==> src/rtl/arrival_stamper_if.sv <==
// arrival_stamper_if: AXI4-Stream beat bundle (tdata/tstrb/tuser/tlast plus valid/ready).
//   master modport: drives the beat and tvalid, samples tready.
//   slave  modport: samples the beat and tvalid, drives tready.
interface arrival_stamper_if #(
    parameter int unsigned DataWidth = 256,
    parameter int unsigned UserWidth = 128
) ();
    logic [DataWidth-1:0]   tdata;
    logic [DataWidth/8-1:0] tstrb;
    logic [UserWidth-1:0]   tuser;
    logic                   tlast;
    logic                   tvalid;
    logic                   tready;

    modport master (
        output tdata, tstrb, tuser, tlast, tvalid,
        input  tready
    );

    modport slave (
        input  tdata, tstrb, tuser, tlast, tvalid,
        output tready
    );
endinterface

==> src/rtl/arrival_stamper.sv <==
// arrival_stamper: per-port ingress stage that writes a packet arrival timestamp into TUSER.
// A free-running cycle counter is captured when the first beat of a packet is accepted and the
// same value is written into tuser[C_TS_POS +: C_TS_WIDTH] on every beat of that packet.
// A main + skid register pair gives full throughput with a registered s_axis.tready.
//
// Ports:
//   axi_aclk     clock
//   axi_aresetn  asynchronous active-low reset
//   sw_rst       synchronous active-high soft reset (same effect as reset)
//   s_axis       slave stream in (arrival_stamper_if.slave)
//   m_axis       stamped master stream out (arrival_stamper_if.master)
//   ts_now       current counter value
//
// Build option: define ARRIVAL_STAMPER_SATURATE_EN to make the counter stop at its maximum
// instead of wrapping, so stamps stay monotonic.
module arrival_stamper #(
    parameter int unsigned C_S_AXIS_DATA_WIDTH  = 256,
    parameter int unsigned C_S_AXIS_TUSER_WIDTH = 128,
    parameter int unsigned C_TS_WIDTH           = 32,
    parameter int unsigned C_TS_POS             = 32
) (
    input  logic                    axi_aclk,
    input  logic                    axi_aresetn,
    input  logic                    sw_rst,
    arrival_stamper_if.slave        s_axis,
    arrival_stamper_if.master       m_axis,
    output logic [C_TS_WIDTH-1:0]   ts_now
);

    localparam int unsigned StrbWidth = C_S_AXIS_DATA_WIDTH / 8;
    localparam logic [C_TS_WIDTH-1:0] TsOne = 1;
`ifdef ARRIVAL_STAMPER_SATURATE_EN
    localparam logic [C_TS_WIDTH-1:0] TsMax = '1;
`endif

    typedef enum logic [0:0] {StSop, StMid} pkt_state_e;

    typedef struct packed {
        logic [C_S_AXIS_DATA_WIDTH-1:0]  data;
        logic [StrbWidth-1:0]            strb;
        logic [C_S_AXIS_TUSER_WIDTH-1:0] user;
        logic                            last;
    } beat_t;

    logic [C_TS_WIDTH-1:0] ts_q, ts_d;
    logic [C_TS_WIDTH-1:0] stamp_q, stamp_d;
    logic [C_TS_WIDTH-1:0] cur_stamp;
    pkt_state_e            state_q, state_d;
    beat_t                 main_q, main_d;
    beat_t                 skid_q, skid_d;
    beat_t                 in_beat;
    logic                  main_vld_q, main_vld_d;
    logic                  skid_vld_q, skid_vld_d;
    logic                  rdy_q, rdy_d;
    logic                  accept;
    logic                  consume;

    always_comb begin
        accept  = s_axis.tvalid & rdy_q;
        consume = main_vld_q & m_axis.tready;

        // First beat takes the live counter; later beats reuse the captured value.
        cur_stamp = (state_q == StSop) ? ts_q : stamp_q;

        in_beat      = '0;
        in_beat.data = s_axis.tdata;
        in_beat.strb = s_axis.tstrb;
        in_beat.user = s_axis.tuser;
        in_beat.user[C_TS_POS +: C_TS_WIDTH] = cur_stamp;
        in_beat.last = s_axis.tlast;

        ts_d       = ts_q;
        stamp_d    = stamp_q;
        state_d    = state_q;
        main_d     = main_q;
        skid_d     = skid_q;
        main_vld_d = main_vld_q;
        skid_vld_d = skid_vld_q;

`ifdef ARRIVAL_STAMPER_SATURATE_EN
        if (ts_q != TsMax) begin
            ts_d = ts_q + TsOne;
        end
`else
        ts_d = ts_q + TsOne;
`endif

        // Packet framing FSM.
        if (accept) begin
            if (state_q == StSop) begin
                stamp_d = ts_q;
            end
            state_d = s_axis.tlast ? StSop : StMid;
        end

        // Buffering; accept is only possible while the skid entry is empty.
        if (skid_vld_q) begin
            if (consume) begin
                main_d     = skid_q;
                skid_vld_d = 1'b0;
            end
        end else if (accept) begin
            if (!main_vld_q || consume) begin
                main_d     = in_beat;
                main_vld_d = 1'b1;
            end else begin
                skid_d     = in_beat;
                skid_vld_d = 1'b1;
            end
        end else if (consume) begin
            main_vld_d = 1'b0;
        end

        rdy_d = ~skid_vld_d;

        if (sw_rst) begin
            ts_d       = '0;
            stamp_d    = '0;
            state_d    = StSop;
            main_d     = '0;
            skid_d     = '0;
            main_vld_d = 1'b0;
            skid_vld_d = 1'b0;
            rdy_d      = 1'b0;
        end
    end

    always_ff @(posedge axi_aclk or negedge axi_aresetn) begin
        if (!axi_aresetn) begin
            ts_q       <= '0;
            stamp_q    <= '0;
            state_q    <= StSop;
            main_q     <= '0;
            skid_q     <= '0;
            main_vld_q <= 1'b0;
            skid_vld_q <= 1'b0;
            rdy_q      <= 1'b0;
        end else begin
            ts_q       <= ts_d;
            stamp_q    <= stamp_d;
            state_q    <= state_d;
            main_q     <= main_d;
            skid_q     <= skid_d;
            main_vld_q <= main_vld_d;
            skid_vld_q <= skid_vld_d;
            rdy_q      <= rdy_d;
        end
    end

    assign s_axis.tready = rdy_q;
    assign m_axis.tvalid = main_vld_q;
    assign m_axis.tdata  = main_q.data;
    assign m_axis.tstrb  = main_q.strb;
    assign m_axis.tuser  = main_q.user;
    assign m_axis.tlast  = main_q.last;
    assign ts_now        = ts_q;

endmodule
==> src/flat_wrapper.sv <==
// flat-port wrapper written by rule: the top's interface ports become plain ports
module arrival_stamper_flat 
#(
    parameter int unsigned C_S_AXIS_DATA_WIDTH  = 256,
    parameter int unsigned C_S_AXIS_TUSER_WIDTH = 128,
    parameter int unsigned C_TS_WIDTH           = 32,
    parameter int unsigned C_TS_POS             = 32
)
  (axi_aclk, axi_aresetn, sw_rst, ts_now, s_axis_tdata, s_axis_tstrb, s_axis_tuser, s_axis_tlast, s_axis_tvalid, s_axis_tready, m_axis_tdata, m_axis_tstrb, m_axis_tuser, m_axis_tlast, m_axis_tvalid, m_axis_tready);
  arrival_stamper_if s_axis_i ();
  arrival_stamper_if m_axis_i ();
  input  logic axi_aclk;
  input  logic axi_aresetn;
  input  logic sw_rst;
  output logic [C_TS_WIDTH-1:0] ts_now;
  input wire logic [$bits(s_axis_i.tdata)-1:0] s_axis_tdata;
  input wire logic [$bits(s_axis_i.tstrb)-1:0] s_axis_tstrb;
  input wire logic [$bits(s_axis_i.tuser)-1:0] s_axis_tuser;
  input wire logic [$bits(s_axis_i.tlast)-1:0] s_axis_tlast;
  input wire logic [$bits(s_axis_i.tvalid)-1:0] s_axis_tvalid;
  output wire logic [$bits(s_axis_i.tready)-1:0] s_axis_tready;
  output wire logic [$bits(m_axis_i.tdata)-1:0] m_axis_tdata;
  output wire logic [$bits(m_axis_i.tstrb)-1:0] m_axis_tstrb;
  output wire logic [$bits(m_axis_i.tuser)-1:0] m_axis_tuser;
  output wire logic [$bits(m_axis_i.tlast)-1:0] m_axis_tlast;
  output wire logic [$bits(m_axis_i.tvalid)-1:0] m_axis_tvalid;
  input wire logic [$bits(m_axis_i.tready)-1:0] m_axis_tready;
  assign s_axis_i.tdata = s_axis_tdata;
  assign s_axis_i.tstrb = s_axis_tstrb;
  assign s_axis_i.tuser = s_axis_tuser;
  assign s_axis_i.tlast = s_axis_tlast;
  assign s_axis_i.tvalid = s_axis_tvalid;
  assign s_axis_tready = s_axis_i.tready;
  assign m_axis_tdata = m_axis_i.tdata;
  assign m_axis_tstrb = m_axis_i.tstrb;
  assign m_axis_tuser = m_axis_i.tuser;
  assign m_axis_tlast = m_axis_i.tlast;
  assign m_axis_tvalid = m_axis_i.tvalid;
  assign m_axis_i.tready = m_axis_tready;
  arrival_stamper #(.C_S_AXIS_DATA_WIDTH(C_S_AXIS_DATA_WIDTH), .C_S_AXIS_TUSER_WIDTH(C_S_AXIS_TUSER_WIDTH), .C_TS_WIDTH(C_TS_WIDTH), .C_TS_POS(C_TS_POS)) u_core (.axi_aclk(axi_aclk), .axi_aresetn(axi_aresetn), .sw_rst(sw_rst), .s_axis(s_axis_i), .m_axis(m_axis_i), .ts_now(ts_now));
endmodule
==> config.mk <==
export PLATFORM = sky130hd
export DESIGN_NAME = arrival_stamper_flat
export DESIGN_NICKNAME = d
export VERILOG_FILES = /design/src/rtl/arrival_stamper_if.sv /design/src/rtl/arrival_stamper.sv /design/src/flat_wrapper.sv
export SDC_FILE = /design/constraint.sdc
export NUM_CORES = 1
export LEC_CHECK = 0
export ABC_CLOCK_PERIOD_IN_PS = 5600
export CAP_MARGIN = 25
export CORE_AREA = 2 2 344 346
export CTS_BUF_LIST = sky130_fd_sc_hd__clkbuf_8
export CTS_CLUSTER_SIZE = 16
export DETAILED_ROUTE_END_ITERATION = 16
export DIE_AREA = 0 0 346 348
export SETUP_SLACK_MARGIN = 0.5
export SLEW_MARGIN = 20
export SYNTH_ARGS = -nofsm -noshare
export SYNTH_HDL_FRONTEND = slang
export SYNTH_SLANG_ARGS = --single-unit
==> constraint.sdc <==
create_clock -name axi_aclk -period 5.6 [get_ports axi_aclk]
set_input_delay 0.56 -clock axi_aclk [delete_from_list [all_inputs] [get_ports axi_aclk]]
set_output_delay 0.56 -clock axi_aclk [all_outputs]
set_load 0.005 [all_outputs]
; ---- Word level (Yosys, flattened, before mapping)
; Cells that the tools add are included.
; Widths: inputs -> output; s select.
[op_classes]
add_sub_neg = 1
n_eq_ne = 4
muxes = 27
n_bitwise = 3
reduce_logical = 9
[ops]
columns = cell, count
row1 = $mux 417, 9
row2 = $mux 32, 4
row3 = $add 32x1->32 const B, 1
row4 = $mux 1, 14
row5 = $reduce_and 3->1, 3
row6 = $reduce_bool 3->1, 3
row7 = $ne 3x3->1 const B, 2
row8 = $ne 2x2->1 const B, 2
row9 = $and 1x1->1, 2
row10 = $reduce_bool 2->1, 1
row11 = $logic_not 1->1, 1
row12 = $logic_or 1x1->1, 1
row13 = $not 1->1, 1
[word_totals]
reg_bits = 902
out_inout_bits = 451
word_cells = 58

; ---- Longest topological paths before layout
; Gate-level depths: netlist (run 1).
[depth]
word_depth = 7
depth_mapped = 8

; ---- Least setup slack after synthesis (run 1)
; OpenSTA, ideal clock, no wires.
[synth_timing]
path_type = input port to flip-flop
startpoint = input s_axis_tvalid
endpoint = register u_core.main_q (netlist bit u_core.m_axis.tstrb[10])
t_arrival_ns = 2.154
required_ns = 5.475
slack_ns = 3.321
path_stages = 7
n_path_buf = 3
cell_sequence = nand2_1 -> o21ai_0 -> a21oi_1 -> clkbuf_1 -> buf_1 -> buf_2 -> mux2_2
[synth_via]
elab_chain_cells = 3
[synth_lines]
columns = item, line
row1 = from (decl), flat_wrapper.sv:20  ; input wire logic [$bits(s_axis_i.tvalid)-1:0] s_axis_tvalid;
row2 = $and 1x1->1, arrival_stamper.sv:59  ; accept = s_axis.tvalid & rdy_q;
row3 = $reduce_bool 3->1 (no source line), n/a
row4 = $reduce_and 3->1 (no source line), n/a
row5 = to (signal assigned), arrival_stamper.sv:142  ; main_q <= main_d;
row6 = to (decl), arrival_stamper.sv:49  ; beat_t main_q, main_d;
; Every way passes these cells.
; A chain may end at the register's enable or synchronous reset.

; ---- Worst setup path after layout (run 1)
[layout_timing]
startpoint = register u_core.skid_vld_q
endpoint = register u_core.main_q (netlist bit u_core.m_axis.tdata[126])
[layout_via]
elab_chain_cells = 2
[layout_lines]
columns = item, line
row1 = from (decl), arrival_stamper.sv:53  ; logic skid_vld_q, skid_vld_d;
row2 = from (signal assigned), arrival_stamper.sv:145  ; skid_vld_q <= skid_vld_d;
row3 = "$ne 3x3->1 (no source line), or another cell as far along", n/a
row4 = $reduce_and 3->1 (no source line) / $mux 417 (equally long branches), n/a
; Several ways; a longest one is shown, not always the timed one.

==> impl_metrics.env, run 1 <==
export IMPL_status="finished clean"
export IMPL_via_per_inst=4.91
export IMPL_powerDensity_nw_per_um2=283
export IMPL_cts_tree="built"
export IMPL_grt_pass1_wl_um=192000
export IMPL_cap_violations=0
export IMPL_finalHoldViolations=0
export IMPL_finalCritPeriodShare=0.589
export IMPL_critPathLaunchType="register"
export IMPL_total_power_w=0.0153
export IMPL_initial_core_util=0.351
export IMPL_drt_initial_drc_count=1936
export IMPL_ys_seq_elements=902
export IMPL_wl_per_cell_um=19.4
export IMPL_ys_warn_count=0
export IMPL_ys_flop_type="dfrtp_1"
export IMPL_synth_simple_area_share=0.133
export IMPL_drc_errors=0
export IMPL_gr_total_overflow=0
export IMPL_syn_area_um2=41100
export IMPL_grtUsageTotal=0.203
export IMPL_rsz0062_at_grt="false"
export IMPL_synth_edff_count=0
export IMPL_tns_ns=0
export IMPL_syn_inst=3990
export IMPL_clk_latency_ns=0.82
export IMPL_synth_xor_area_frac=0.00277
export IMPL_num_nets_final=5161
export IMPL_final_cell_mix="909 x nand2_1, 901 x dfrtp_1, 838 x clkdlybuf4s50_1"
export IMPL_dieHeight_um=348
export IMPL_drtPass1Iterations=5
export IMPL_utilization=0.464
export IMPL_setup_viol=0
export IMPL_final_common_cell="nand2_1"
export IMPL_rows=126
export IMPL_synth_adder_area_share=0.000305
export IMPL_routed_wl_um=124000
export IMPL_grt_pass1_vias=31524
export IMPL_layout_drive_gt1_share=0.153
export IMPL_fmax_mhz=303
export IMPL_cts_root_buf="clkbuf_8"
export IMPL_synth_nets=4413
export IMPL_cp_end_kind="register"
export IMPL_yosys_mux_area_fraction=0.225
export IMPL_die_w_um=346
export IMPL_grt_max_degree=210
export IMPL_area_growth_syn_to_layout_pct=32.1
export IMPL_ys_seq_area_frac=0.549
export IMPL_io_buffers=840
export IMPL_async_flop_share=1.00
export IMPL_dpl_hpwl_um=79900
export IMPL_crit_type="register to register"
export IMPL_clkSinkCount=902
export IMPL_p_leak_nw=22.4
export IMPL_drt_antenna_violating_nets=0
export IMPL_synth_cell_types=33
export IMPL_clk_path_buf_depth=3
export IMPL_antenna_found_initial=32
export IMPL_finClkSkew_ns=0.0289
export IMPL_hold_class="primary input to register"
export IMPL_period_needed_ns=3.30
export IMPL_slew_viol_final=0
export IMPL_path_max_fanout=106
export IMPL_synth_compound_area_share=0.0604
export IMPL_worstPathRequired_ns=6.28
export IMPL_coreArea_um2=117000
export IMPL_critPathArrivalTime_ns=3.98
export IMPL_ios=873
export IMPL_gp_congestion=0.801
export IMPL_ir_drop_v=0.000164
export IMPL_die_area_um2=120000
export IMPL_synth_top_family_by_area="multiplexers"
export IMPL_max_slew_margin=0.266
export IMPL_tightest_slew_ns=1.10
export IMPL_clkTransAtPathRegs_ns=0.06
export IMPL_vias=31487
export IMPL_htree_num_levels=4
export IMPL_avgSynthCellArea_um2=10.3
export IMPL_cts_buffers=162
[flip-flops by register name (all words and copies together), names as in the netlist]
signal                cells
u_core.skid_q           417
u_core.m_axis.tdata     256
u_core.m_axis.tuser     128
u_core.m_axis.tstrb      32
u_core.stamp_q           32
u_core.ts_now            32
u_core.m_axis.tlast       1
u_core.m_axis.tvalid      1
u_core.s_axis.tready      1
u_core.skid_vld_q         1
u_core.state_q            1
[kinds of logic after synthesis]
logic type,after synthesis
xor gates and xnor gates,13
AOI/OAI and AO/OA,488
DFF,902
buffers and inverters,312
muxes,867
and+or+nand+nor,1407
adders and majority gates,1
[cell type report]
cell class	instances	area [um2]
flip-flops and latches	902	22600
multi-input cells	2776	17300
fillers	11020	62700
clock buffers	213	2930
inverters	4	15.0
well taps	1536	1920
diodes	21	52.6
clock inverters	66	352
repair buffers	892	9090
[power by group]
part           total (W)  internal (W)  leakage (nW)  switching (W)
sequential       0.00699       0.00683          12.2       0.000162
clock            0.00628       0.00347          1.89        0.00281
combinational    0.00207       0.00115          8.37       0.000922
[synthesized netlist by cell type (all sizes together), types with 3 or more instances]
library cell,number,share of area
xor2,3,0.00064
dfrtp,902,0.55
o21ai,4,0.00049
mux2i,417,0.10
o31ai,13,0.0024
or3,4,0.00061
and3,3,0.00049
buf,50,0.0053
nor2b,3,0.00046
xnor2,10,0.0021
nand4,8,0.0019
mux2,450,0.12
inv,4,0.00037
clkbuf,258,0.024
nor4,4,0.00061
a21oi,469,0.057
or4,14,0.0026
nor2,438,0.040
nor3,6,0.00073
nand3,11,0.0013
nand2,909,0.083
[layer usage]
metal | track usage | share of wire | vias up
met1 | 0.246 | 0.41 | 15604
met5 | 0 | 0.0015 | -
met4 | 0.0847 | 0.032 | 26
met2 | 0.335 | 0.49 | 789
li1 | - | - | 14851
met3 | 0.0641 | 0.069 | 217
[critical path: stages (launching register included)]
cell,delay [ns]
dfrtp_4,0.78
buf_4,0.75
buf_12,0.63
mux2i_1,0.26
nor2_1,0.10
mux2_2,0.32
[per-stage QoR]
stage | cells | hold slack, ns | worst slack [ns] | instance area, um2
finish | 6410 | 0.281 | 2.30 | 54300
global route | 6407 | 0.237 | 2.11 | 54300
CTS | 6389 | 0.156 | 2.27 | 54200
detailed placement | 6109 | 0.491 | 2.18 | 50900
global placement | 6109 | 0.486 | 2.20 | 50900
floorplan | 3990 | 0.264 | 3.32 | 41100
[what timing repair did]
| item | CTS | global route |
|---|---|---|
| setup buffers | 0 | 0 |
| hold endpoints to repair | 77 | 0 |
| hold buffers | 1 | 0 |
| gates resized for setup | 0 | 0 |
[path summary, 6_finish.rpt]
kind / from / to / slack, ns / depth (start not counted)
setup / recovery: u_core.skid_vld_q / u_core.m_axis.tdata[126] / 2.30 / 5
hold / removal: sw_rst / u_core.m_axis.tvalid / 0.28 / 2
setup reg to reg: u_core.skid_vld_q / u_core.m_axis.tdata[126] / 2.30 / 5
hold reg to reg: u_core.m_axis.tdata[217] / u_core.m_axis.tdata[217] / 0.50 / 1
max in group asynchronous: axi_aresetn / u_core.skid_q[68] / 3.59 / 3
min in group asynchronous: axi_aresetn / u_core.m_axis.tdata[235] / 0.36 / 2
Power figures use the tool's default switching activity.
==> run 2: changes to the inputs <==
--- a/config.mk
+++ b/config.mk
@@ -5,7 +5,7 @@
 export SDC_FILE = /design/constraint.sdc
 export NUM_CORES = 1
 export LEC_CHECK = 0
-export ABC_CLOCK_PERIOD_IN_PS = 5600
+export ABC_CLOCK_PERIOD_IN_PS = 2910
 export CAP_MARGIN = 25
 export CORE_AREA = 2 2 344 346
 export CTS_BUF_LIST = sky130_fd_sc_hd__clkbuf_8
==> constraint.sdc (replaced) <==
create_clock -name axi_aclk -period 2.91 [get_ports axi_aclk]
set_input_delay 0.291 -clock axi_aclk [delete_from_list [all_inputs] [get_ports axi_aclk]]
set_output_delay 0.291 -clock axi_aclk [all_outputs]
set_load 0.005 [all_outputs]
==> impl_metrics.env, run 2 (synthesis gave the netlist of run 1 again) <==
export IMPL_gp_congestion=0.807
export IMPL_dieHeight_um=348
export IMPL_rows=126
export IMPL_grt_pass1_vias=33498
export IMPL_power_internal_w=0.0222
export IMPL_clkTransAtPathRegs_ns=0.06
export IMPL_worstPathRequired_ns=3.65
export IMPL_cts_buffers=162
export IMPL_die_w_um=346
export IMPL_via_per_inst=4.91
export IMPL_p_leak_nw=24.4
export IMPL_drc_errors=0
export IMPL_vias=33538
export IMPL_tns_ns=0
export IMPL_htree_num_levels=4
export IMPL_setup_viol=0
export IMPL_timing_rr_end="u_core.skid_q[405]"
export IMPL_finClkSkew_ns=0.0384
export IMPL_cp_end_kind="register"
export IMPL_initial_core_util=0.351
export IMPL_postCtsSetupBuffers=0
export IMPL_cap_violations=0
export IMPL_coreArea_um2=117000
export IMPL_dpl_hpwl_um=86400
export IMPL_grt_max_degree=131
export IMPL_status="finished clean"
export IMPL_fill_cells=10728
export IMPL_crit_slowest_cell="dfrtp_4"
export IMPL_final_cell_mix="909 x nand2_1, 899 x dfrtp_1, 838 x clkdlybuf4s50_1"
export IMPL_drt_antenna_violating_nets=0
export IMPL_finalHoldViolations=0
export IMPL_period_needed_ns=2.28
export IMPL_finalCritPeriodShare=0.784
export IMPL_sw_frac_of_total=0.258
export IMPL_rr_worst_depth=5
export IMPL_final_common_cell="nand2_1"
export IMPL_critPathLaunchType="register"
export IMPL_utilization=0.501
export IMPL_ir_drop_v=0.000483
export IMPL_crit_path_max_incr_delay_ns=0.60
export IMPL_gr_total_overflow=0
export IMPL_grt_pass1_wl_um=201000
export IMPL_whs_endpoint="u_core.skid_q[19]"
export IMPL_path_max_fanout=37
export IMPL_clkPwrFrac=0.397
export IMPL_num_nets_final=5585
export IMPL_clkSinkCount=902
export IMPL_regArea_um2=22600
export IMPL_met1_usage=0.265
export IMPL_ios=873
export IMPL_max_slew_margin=0.523
export IMPL_clk_path_buf_depth=3
export IMPL_top_register="u_core.skid_q"
export IMPL_rr_startpoint="u_core.skid_vld_q"
export IMPL_hold_class="primary input to register"
export IMPL_drt_initial_drc_count=1835
export IMPL_drtPass1Iterations=5
export IMPL_met2_usage=0.346
export IMPL_cts_root_buf="clkbuf_8"
export IMPL_critPathArrivalTime_ns=3.02
export IMPL_layout_drive_gt1_share=0.154
export IMPL_clk_latency_ns=0.82
export IMPL_holdPathStages=3
export IMPL_rsz0062_at_grt="false"
export IMPL_grt_most_used_layer="met2"
export IMPL_path_cells="nor3_2, buf_6, nand2_1, a21oi_1, dlygate4sd3_1"
export IMPL_cts_tree="built"
export IMPL_routed_wl_um=130000
export IMPL_grtUsageTotal=0.211
export IMPL_regToRegSetupSlack_ns=0.63
export IMPL_die_area_um2=120000
export IMPL_antenna_found_initial=15
export IMPL_crit_type="register to register"
export IMPL_p_sw_w=0.00771
export IMPL_p_comb_frac=0.151
export IMPL_slew_viol_final=0
export IMPL_area_growth_syn_to_layout_pct=42.7
export IMPL_fmax_mhz=438
export IMPL_hold_path_startpoint="s_axis_tuser[18]"
export IMPL_wl_per_cell_um=19.0
export IMPL_largest_reg_flops=417
export IMPL_tightest_slew_ns=0.716
export IMPL_powerDensity_nw_per_um2=510
export IMPL_seq_power_share=0.452
export IMPL_multi_input_area_um2=17300
export IMPL_io_buffers=840
export IMPL_use_met3=0.0536
==> run 2: cell types whose count changed in the layout (fill, tap and decap cells not counted), moves of 5 or more <==
cell	previous run	this run
clkbuf_8	213	208
buf_12	22	48
diode_2	21	11
buf_4	29	75
dlygate4sd3_1	1	350
inv_1	55	63
==> run 2: cell type report <==
cell class                      instances  share of cell area
Timing Repair Buffer                 1316               0.230
Tap cell                             1536              0.0328
Inverter                                4            0.000256
Multi-Input combinational cell       2776               0.296
Clock buffer                          208              0.0488
Sequential cell                       902               0.385
Antenna cell                           11            0.000470
Clock inverter                         73             0.00619
==> run 2: worst max-delay path: cells and delay by family (launching register included) <==
family	cells	cell delay, ns
AND/OR/NAND/NOR	2	0.54
flip-flops	1	0.60
buffers and inverters	2	0.93
AO/OA/AOI/OAI	1	0.12
==> run 2: worst max-delay path by stage <==
stage	from	to	slack (ns)
after floorplan	u_core.s_axis.tready	u_core.m_axis.tstrb[10]	0.77
after global placement	s_axis_tvalid	u_core.m_axis.tuser[25]	0.41
after detailed placement	s_axis_tvalid	u_core.m_axis.tuser[24]	0.36
after CTS	u_core.ts_now[5]	u_core.ts_now[31]	0.52
after global routing	u_core.ts_now[8]	ts_now[8]	0.52
final	u_core.skid_vld_q	u_core.skid_q[405]	0.63
==> run 2: power by group through the flow <==
stage	clock [W]	sequential [W]	combinational, W
after global routing	0.0129	0.0136	0.00484
after floorplan	0	0.0137	0.00145
after detailed placement	0	0.0137	0.00412
after global placement	0	0.0137	0.00410
after CTS	0.0123	0.0135	0.00456
final	0.0119	0.0135	0.00450
==> run 2: per-layer routing <==
layer  share of wire  up-vias
met3           0.058      239
met2            0.48      878
met1            0.42    16677
li1                -    15734
met5         0.00049        -
met4           0.036       10
==> run 2: metrics by stage <==
stage / instances / hold slack (ns) / area (um2) / setup slack (ns) / total power (W)
finish: 6826 / 0.0774 / 58600 / 0.628 / 0.0299
floorplan: 3990 / -0.00459 / 41100 / 0.768 / 0.0151
CTS: 6815 / 0.0000698 / 58600 / 0.517 / 0.0304
detailed placement: 6183 / 0.296 / 51800 / 0.361 / 0.0179
global placement: 6183 / 0.300 / 51800 / 0.409 / 0.0178
global route: 6825 / 0.0152 / 58600 / 0.517 / 0.0313
==> run 2: what timing repair did <==
action / 4_1_cts / 5_1_grt
gates resized for setup: 2 / 4
hold endpoints to repair: 814 / 0
hold buffers: 351 / 0
setup endpoints to repair: 2 / 14
==> run 3: changes to the inputs <==
--- a/config.mk
+++ b/config.mk
@@ -5,7 +5,7 @@
 export SDC_FILE = /design/constraint.sdc
 export NUM_CORES = 1
 export LEC_CHECK = 0
-export ABC_CLOCK_PERIOD_IN_PS = 2910
+export ABC_CLOCK_PERIOD_IN_PS = 2009
 export CAP_MARGIN = 25
 export CORE_AREA = 2 2 344 346
 export CTS_BUF_LIST = sky130_fd_sc_hd__clkbuf_8
==> constraint.sdc (replaced) <==
create_clock -name axi_aclk -period 2.01 [get_ports axi_aclk]
set_input_delay 0.201 -clock axi_aclk [delete_from_list [all_inputs] [get_ports axi_aclk]]
set_output_delay 0.201 -clock axi_aclk [all_outputs]
set_load 0.005 [all_outputs]
==> impl_metrics.env, run 3 (synthesis gave the netlist of run 1 again) <==
export IMPL_wl_per_cell_um=20.9
export IMPL_num_nets_final=6072
export IMPL_crit_type="register to register"
export IMPL_clkTransAtPathRegs_ns=0.06
export IMPL_top_register="u_core.skid_q"
export IMPL_die_area_um2=120000
export IMPL_gr_total_overflow=0
export IMPL_antenna_found_initial=18
export IMPL_routed_wl_um=153000
export IMPL_tightest_slew_ns=0.515
export IMPL_setup_slack_ns=-0.0186
export IMPL_cts_root_buf="clkbuf_8"
export IMPL_use_met3=0.0569
export IMPL_grtUsageTotal=0.221
export IMPL_max_slew_margin=0.656
export IMPL_ios=873
export IMPL_cts_buffers=160
export IMPL_clk_latency_ns=0.83
export IMPL_vias=36259
export IMPL_status="finished, violations left"
export IMPL_clkSinkCount=902
export IMPL_dp_slack_ns=-0.156
export IMPL_gp_congestion=0.805
export IMPL_final_common_cell="dfrtp_1"
export IMPL_path_max_fanout=7
export IMPL_drt_initial_drc_count=2285
export IMPL_cp_end_kind="register"
export IMPL_placed_area_um2=54400
export IMPL_initial_core_util=0.351
export IMPL_grt_pass1_vias=35351
export IMPL_ir_drop_v=0.000607
export IMPL_drt_antenna_violating_nets=0
export IMPL_grt_most_used_layer="met2"
export IMPL_period_needed_ns=2.03
export IMPL_slew_viol_final=0
export IMPL_drc_errors=0
export IMPL_area_growth_syn_to_layout_pct=61.7
export IMPL_coreArea_um2=117000
export IMPL_drtPass1Iterations=8
export IMPL_grt_max_degree=101
export IMPL_rows=126
export IMPL_setup_viol=3
export IMPL_io_buffers=840
export IMPL_dpl_hpwl_um=89500
export IMPL_finalHoldViolations=0
export IMPL_clk_path_buf_depth=3
export IMPL_cts_tree="built"
export IMPL_met1_usage=0.286
export IMPL_p_leak_nw=30.4
export IMPL_violations="negative setup slack"
export IMPL_die_w_um=346
export IMPL_total_power_w=0.0451
export IMPL_cap_violations=0
export IMPL_dieHeight_um=348
export IMPL_final_cell_mix="890 x dfrtp_1, 882 x nand2_1, 437 x nor2_1"
export IMPL_post_route_cell_area_um2=66400
export IMPL_critPathArrivalTime_ns=2.71
export IMPL_critPathLaunchType="register"
export IMPL_layout_drive_gt1_share=0.267
export IMPL_met2_usage=0.353
export IMPL_rsz0062_at_grt="true"
export IMPL_fmax_mhz=493
export IMPL_powerDensity_nw_per_um2=678
export IMPL_hold_class="primary input to register"
export IMPL_htree_num_levels=4
export IMPL_largest_reg_flops=417
export IMPL_grt_pass1_wl_um=210000
export IMPL_worstPathRequired_ns=2.69
export IMPL_via_per_inst=4.96
export IMPL_finalCritPeriodShare=1.01
export IMPL_finClkSkew_ns=0.0577
export IMPL_tns_ns=-0.0466
-- run 3: cell types whose count changed in the layout (fill, tap and decap cells not counted), moves of 46 or more --
cell / delta
buf_6: +112
dlygate4sd2_1: +271
clkdlybuf4s50_1: -451
buf_2: +67
buf_4: +217
mux2_2: -416
clkbuf_16: +74
mux2_4: +416
clkbuf_2: +56
buf_12: +46
-- run 3: critical path: stages (launching register included) --
cell and delay (ns):
dfrtp_1 0.37, buf_4 0.13, nand4_4 0.12, or4_4 0.55, buf_8 0.16, buf_4 0.16, buf_4 0.14, o31ai_2 0.16
a21oi_1 0.09
-- run 3: layer usage --
metal | wire length (um) | up-vias
met3 | 10200 | 272
met5 | 69 | -
met4 | 4980 | 10
met1 | 65900 | 18028
met2 | 71700 | 1222
li1 | - | 16727
-- run 3: worst paths after layout --
kind | start | to | slack (ns) | depth (start not counted)
worst min register to register | u_core.m_axis.tuser[86] | u_core.m_axis.tuser[86] | 0.50 | 1
min in group asynchronous | axi_aresetn | u_core.skid_q[65] | 0.65 | 4
worst min-delay path | s_axis_tdata[182] | u_core.skid_q[343] | 0.11 | 3
max in group asynchronous | axi_aresetn | u_core.skid_q[385] | 0.45 | 4
worst max register to register | u_core.ts_now[5] | u_core.ts_now[19] | -0.02 | 8
worst max-delay path | u_core.ts_now[5] | u_core.ts_now[19] | -0.02 | 8
-- run 3: layout make-up --
class	instances	area (um2)
Fill cell	9684	50600
Sequential cell	902	22600
Multi-Input combinational cell	2776	19400
Timing Repair Buffer	1805	19300
Clock buffer	197	2710
Tap cell	1536	1920
Clock inverter	82	469
Antenna cell	13	32.5
Inverter	4	15.0
-- run 3: repair_timing --
action | 4_1_cts | 5_1_grt
setup endpoints to repair | 1304 | 1320
gates cloned | 1 | 97
hold buffers | 389 | 0
endpoints found under the hold margin | 1356 | 0
gates resized for setup | 889 | 395
setup buffers | 153 | 125
pin swaps | 5 | 62
-- run 3: per-stage QoR --
stage / util / hold WS (ns) / std cells
3_5_place_dp: 0.465 / 0.110 / 6258
3_3_place_gp: 0.465 / 0.107 / 6258
6_report: 0.568 / 0.114 / 7315
2_1_floorplan: - / -0.0946 / 3990
5_1_grt: 0.568 / 0.0632 / 7312
4_1_cts: 0.532 / 0.00306 / 7080
-- run 3: power by group --
part | internal [W] | switching (W)
sequential | 0.0190 | 0.000687
combinational | 0.00484 | 0.00336
clock | 0.00921 | 0.00794
